<file path="config.mk">
export PLATFORM = sky130hd
export DESIGN_NAME = ex_flag_stage
export DESIGN_NICKNAME = d
export VERILOG_FILES = /design/src/rtl/ex_flag_stage.sv
export SDC_FILE = /design/constraint.sdc
export NUM_CORES = 1
export LEC_CHECK = 0
export CORE_MARGIN = 8
export CORE_UTILIZATION = 34
export CTS_CLUSTER_DIAMETER = 100
export DETAILED_ROUTE_END_ITERATION = 16
export PLACE_DENSITY = 0.92
export SYNTH_ARGS = -nofsm -noshare
export SYNTH_HDL_FRONTEND = slang
export SYNTH_SLANG_ARGS = --single-unit
</file>
<file path="constraint.sdc">
create_clock -name clk -period 2.6 [get_ports clk]
set_input_delay 0.52 -clock clk [delete_from_list [all_inputs] [get_ports clk]]
set_output_delay 0.52 -clock clk [all_outputs]
set_load 0.01 [all_outputs]
</file>
<file path="src/rtl/ex_flag_stage.sv">
`default_nettype none
// ============================================================================
//  Module   : ex_flag_stage
//  Purpose  : EX/MEM pipeline register with {Z,V,N} flag update, illegal-op
//             sticky error and optional same-cycle flag forwarding
//             (macro EX_FLAG_FWD_EN).
//  Revision : 1.0  initial release
// ============================================================================
module ex_flag_stage (
  input  logic        clk,
  input  logic        rst_n,
  input  logic        in_valid,
  input  logic        stall,
  input  logic        flush,
  input  logic [3:0]  aluop,
  input  logic [15:0] aluin1,
  input  logic [15:0] aluin2,
  input  logic [15:0] aluout,
  input  logic        alu_err,
  input  logic [3:0]  dst_reg,
  input  logic        reg_wen_in,
  output logic        out_valid,
  output logic [15:0] out_result,
  output logic [3:0]  out_dst,
  output logic        out_wen,
  output logic [2:0]  flags,
  output logic [2:0]  flags_fwd,
  output logic        err_sticky
);

  localparam logic [3:0] c_OP_ADD    = 4'd0;
  localparam logic [3:0] c_OP_SUB    = 4'd1;
  localparam logic [3:0] c_OP_XOR    = 4'd2;
  localparam logic [3:0] c_OP_SLL    = 4'd4;
  localparam logic [3:0] c_OP_SRA    = 4'd5;
  localparam logic [3:0] c_OP_ROR    = 4'd6;

  logic        w_accept;
  logic        w_err_capture;
  logic        w_z;
  logic        w_n;
  logic        w_v;
  logic [2:0]  w_flags_next;
  logic        w_unused_ok;

  logic        r_valid;
  logic [15:0] r_result;
  logic [3:0]  r_dst;
  logic        r_wen;
  logic [2:0]  r_flags;
  logic        r_err;

  assign w_accept      = in_valid & ~stall & ~flush & ~alu_err;
  assign w_err_capture = in_valid &  alu_err & ~stall & ~flush;

  assign w_z = (aluout == 16'h0000);
  assign w_n = aluout[15];

  // Only operand sign bits matter for overflow detection.
  assign w_unused_ok = ^{aluin1[14:0], aluin2[14:0]};

  always_comb begin
    w_v          = 1'b0;
    w_flags_next = r_flags;
    if (w_accept) begin
      case (aluop)
        c_OP_ADD: begin
          w_v          = (aluin1[15] == aluin2[15]) & (aluout[15] != aluin1[15]);
          w_flags_next = {w_z, w_v, w_n};
        end
        c_OP_SUB: begin
          w_v          = (aluin1[15] != aluin2[15]) & (aluout[15] != aluin1[15]);
          w_flags_next = {w_z, w_v, w_n};
        end
        c_OP_XOR, c_OP_SLL, c_OP_SRA, c_OP_ROR: begin
          w_flags_next = {w_z, r_flags[1:0]};
        end
        default: begin
          w_flags_next = r_flags;
        end
      endcase
    end
  end

  always_ff @(posedge clk) begin
    if (!rst_n) begin
      r_valid  <= 1'b0;
      r_result <= 16'h0000;
      r_dst    <= 4'h0;
      r_wen    <= 1'b0;
      r_flags  <= 3'b000;
      r_err    <= 1'b0;
    end else if (flush) begin
      // Flush wins over stall: bubble out, payload and flags untouched.
      r_valid <= 1'b0;
      r_wen   <= 1'b0;
    end else if (!stall) begin
      r_valid <= w_accept;
      r_wen   <= w_accept & reg_wen_in;
      if (w_accept) begin
        r_result <= aluout;
        r_dst    <= dst_reg;
      end
      r_flags <= w_flags_next;
      if (w_err_capture) begin
        r_err <= 1'b1;
      end
    end
  end

  assign out_valid  = r_valid;
  assign out_result = r_result;
  assign out_dst    = r_dst;
  assign out_wen    = r_wen;
  assign flags      = r_flags;
  assign err_sticky = r_err;

`ifdef EX_FLAG_FWD_EN
  assign flags_fwd = w_flags_next;
`else
  assign flags_fwd = r_flags;
`endif

endmodule
`default_nettype wire

</file>
* Yosys cells after proc, flatten, opt, wreduce, memory -nomap -nowiden *
Cells that the tools add are included.

cells by class
  eq/ne operators = 8
  muxes and demuxes = 1
  bitwise logic cells = 14
  reductions and logical operators = 10

operators with widths
  kind                                            number
  logical NOT 16 bit                              1
  == test 4 x 3 -> 1 bit (second input constant)  3
  bitwise AND 1 bit                               9
  case mux 3 bit (3 select lines)                 1
  AND reduction 3 bit                             2
  inverter 1 bit                                  5
  AND reduction 5 bit                             1
  == test 4 x 1 -> 1 bit (second input constant)  1
  == test 4 x 2 -> 1 bit (second input constant)  1
  logical NOT 4 bit                               1
  AND reduction 4 bit                             1
  OR reduction 4 bit                              1
  nonzero test 3 bit                              1
  != test 1 bit                                   2
  nonzero test 2 bit                              1
  OR reduction 2 bit                              1
  == test 1 bit                                   1

storage, ports and cells
  register bits = 26
  input bits = 63
  output and inout bits = 29
  word-level logic and storage cells = 40

* Logic depth before layout (Yosys ltp) *
  depth in word-level cells = 5
  mapped depth = 5
  mapped depth without buffers = 4

* Least setup slack after synthesis *
OpenSTA, ideal clock, no wires.

  kind = input to register
  start point = input stall
  end point = register r_flags[2] (netlist: flags[2])
  library setup time = 116 ps
  arrival time = 1571 ps
  data required time = 2484 ps
  path slack = 913 ps
  stages = 5
  path buffers = 1
  cells stage by stage = or4b_1 -> clkbuf_2 -> a211oi_2 -> mux2i_1 -> nor2b_1

between the ends
  cells in the longest elaborated chain, start to end = 5

RTL lines
  what                                    RTL line  source
  start: declaration                      13        input logic stall,
  inverter 1 bit (no source line) *       n/a
  bitwise AND 1 bit (3 in series)         53        assign w_accept = in_valid & ~stall & ~flush & ~alu_err;
  AND reduction 4 bit (no source line) *  n/a
  end signal: assignment                  104       r_flags <= w_flags_next;
  end: declaration                        50        logic [2:0] r_flags;

Mark *: on every way between the ends. The rest lies on a longest branch, timed or not.
A chain may end at the register's enable or synchronous reset.

* Final worst setup path *
Same ends and word-level chain as after synthesis.

==> run metrics <==
Layout area overhead=65.47%; Clock Latency Late Sink=0.31 ns; drt first pass iters=4; H-tree depth=1; syn nets=roughly 190; Synth top area share=0.4837; Static Leak=~0.59 nW; synth top area cells=dfxtp_1 (48%), nand2_1 (14%), a21boi_0 (14%); synthesized area=about 0.0011 mm^2; Worst path top cell family by delay=simple AND/OR/NAND/NOR gates; layout cells sized above 1=0.06011; PortBufs=61; vias in the first global route=between 1000 and 1500; Final Net Count=about 250; die area=roughly 0.0052 mm^2; Main synth FF type=dfxtp_1; Routed WL=roughly 3.1 mm; largest net degree at the start of global routing=22; Worst EP arrival=roughly 2.2 ns; CTS root buf=clkbuf_4; num ports=92; DRC viols=0; Starting Density=0.3554; post-synthesis register bit count=26; Longest Clk Path Bufs=2; largest area contributor in the netlist=dfxtp_1; Setup WS pre-CTS=between 0.3 and 0.4 ns; Slew Viols, Final=0; standard-cell rows=20; Fmax=~0.52 GHz; post-CTS sizing=0; CP Max Fanout=5; WL/cell=between 10 and 15 um; # clock sinks=26; final hold viol count=0; Post-Syn Instances=about 120; period utilization=0.7403; peak supply drop=slightly above 0.0004 V; power per cell area=between 400 and 500 mW/mm^2; post-DP HPWL=approximately 2.4 mm; vias=about 1000; Setup TNS=0 ns; Crit path required time=roughly 2.8 ns; clk slew on worst S/H paths=roughly 0.14 ns; M1 WL=roughly 1.2 mm; met3 wire len=slightly above 300 um; RePlAce Congestion=around 0.72; Power, Total=0.7921 mW; sum of buffers and inverters on the critical path=1; max_slew headroom=0.7328; crit path cell chain=clkdlybuf4s50_1 -> or4b_1 -> a211oi_2 -> mux2i_1 -> nor2b_1; number of distinct library cells after synthesis=23; Crit. End Element=flop; Critical Path Slowest Stage Cell=or4b_1; worst-margin pin slew=0.3996 ns; total of max-cap violations=0; syn avg cell area=a little under 9 um^2; status=finished, final reports clean; Final Critical Period=between 1.5 and 2 ns; initial antenna violation count=0; Setup Skew=0 ns; setup ws final=0.6752 ns; Final ANT Viol Nets=0; Setup crit start kind=input port; First DRT Iteration DRCs=40; CTS tree=done; Die Height=~72 um; asr flop ratio synth=0; YS warnings=0; Seq/Total Area, Yosys=0.4837; Synth top cells by count=nand2_1 (41), dfxtp_1 (26), a21boi_0 (20); worst min-delay path category=reg2reg; antenna cell count=0; final setup vio count=0; Vias/cell=4.524; gr ovfl total=0; Core Box Area=roughly 0.003 mm^2; top sig layer=met4; Post-synth EDFFs=0; chip width=72.26 um; Total GRT Usage=0.1224; metal2 WL=approximately 1.5 mm; first-pass GRT wire length=5.099 mm; Setup Buffers After CTS=0; WS Path Type=in2reg; cell with the most instances after synthesis=nand2_1; RSZ-0062 raised after global routing=no; CTS Buf Count=3; Worst R2R Setup Slack=1.89 ns; CTS Hold Bufs=0; Critical Path Max Stage Delay=roughly 0.65 ns
==> flip-flops by register name, summed over array words and instances, names as in the netlist <==
signal,count
out_result,16
out_valid,1
err_sticky,1
out_wen,1
flags,3
out_dst,4
==> power by group <==
part           total [mW]  internal [mW]  switching [mW]
Sequential          0.409          0.406         0.00347
Combinational       0.109         0.0704          0.0383
Clock               0.274          0.156           0.118
Total               0.792          0.632           0.160
==> metal layers <==
layer	global-route usage	vias up
met4	0.02041	0
met3	0.06198	2
met1	0.1247	456
li1	-	536
met5	0	-
met2	0.2197	33
==> worst paths after layout <==
kind	end	from	cells past startpoint
hold reg to reg	out_result[13]	out_result[13]	2
hold / removal	out_result[13]	out_result[13]	2
setup / recovery	flags[2]	stall	5
setup reg to reg	out_dst[2]	out_dst[2]	2
==> worst reg2reg max path, stage by stage (launching register included) <==
cell	delay, ns
dfxtp_1	0.37
nand2_1	0.05
a21boi_0	0.21
==> logic make-up (layout without fill, tap and decap cells) <==
kind of cell,after synthesis,after routing,synth area share
buffers and inverters,10,69,0.04650
AO/OA/AOI/OAI,26,26,0.1791
AND/OR/NAND/NOR,58,58,0.2547
XOR/XNOR,1,1,0.008141
flip-flops,26,26,0.4837
multiplexers,3,3,0.02791
==> cells in the final DEF, fill, tap and decap left out <==
master	netlist	routed
a211oi_2	1	1
a21boi_0	20	20
a21oi_1	2	2
a22oi_1	1	1
and4_1	1	1
buf_4	3	4
bufinv_16	0	1
clkbuf_4	0	3
clkdlybuf4s50_1	0	61
dfxtp_1	26	26
mux2i_1	3	3
nand2_1	41	41
nand2b_1	1	1
nor2_1	1	1
nor2_2	1	1
nor2b_1	4	4
nor4_1	4	4
nor4b_1	2	1
nor4b_2	0	1
nor4bb_1	1	1
o21a_1	1	1
o21ai_0	1	1
or4_1	1	1
or4b_1	1	1
xor2_1	1	1
==> per-stage QoR <==
stage / instances / utilization / area, um^2 / hold WS [ns]
4_1_cts: 227 / 0.5880 / 1780 / 0.4763
2_1_floorplan: 124 / - / 1076 / 0.4852
5_1_grt: 227 / 0.5880 / 1780 / 0.4994
6_report: 227 / 0.5880 / 1780 / 0.4712
3_3_place_gp: 223 / 0.5707 / 1728 / 0.4466
3_5_place_dp: 223 / 0.5707 / 1728 / 0.4535
==> area by class of cell <==
type | count | area [um^2]
clock inverter | 1 | 30.03
sequential | 26 | 520.5
timing repair buffer | 65 | 640.6
tap | 44 | 55.05
multi-input combinational | 88 | 511.7
clock buffer | 3 | 22.52
fill | 273 | 1247
No activity file was read; power rests on OpenSTA's default activity.
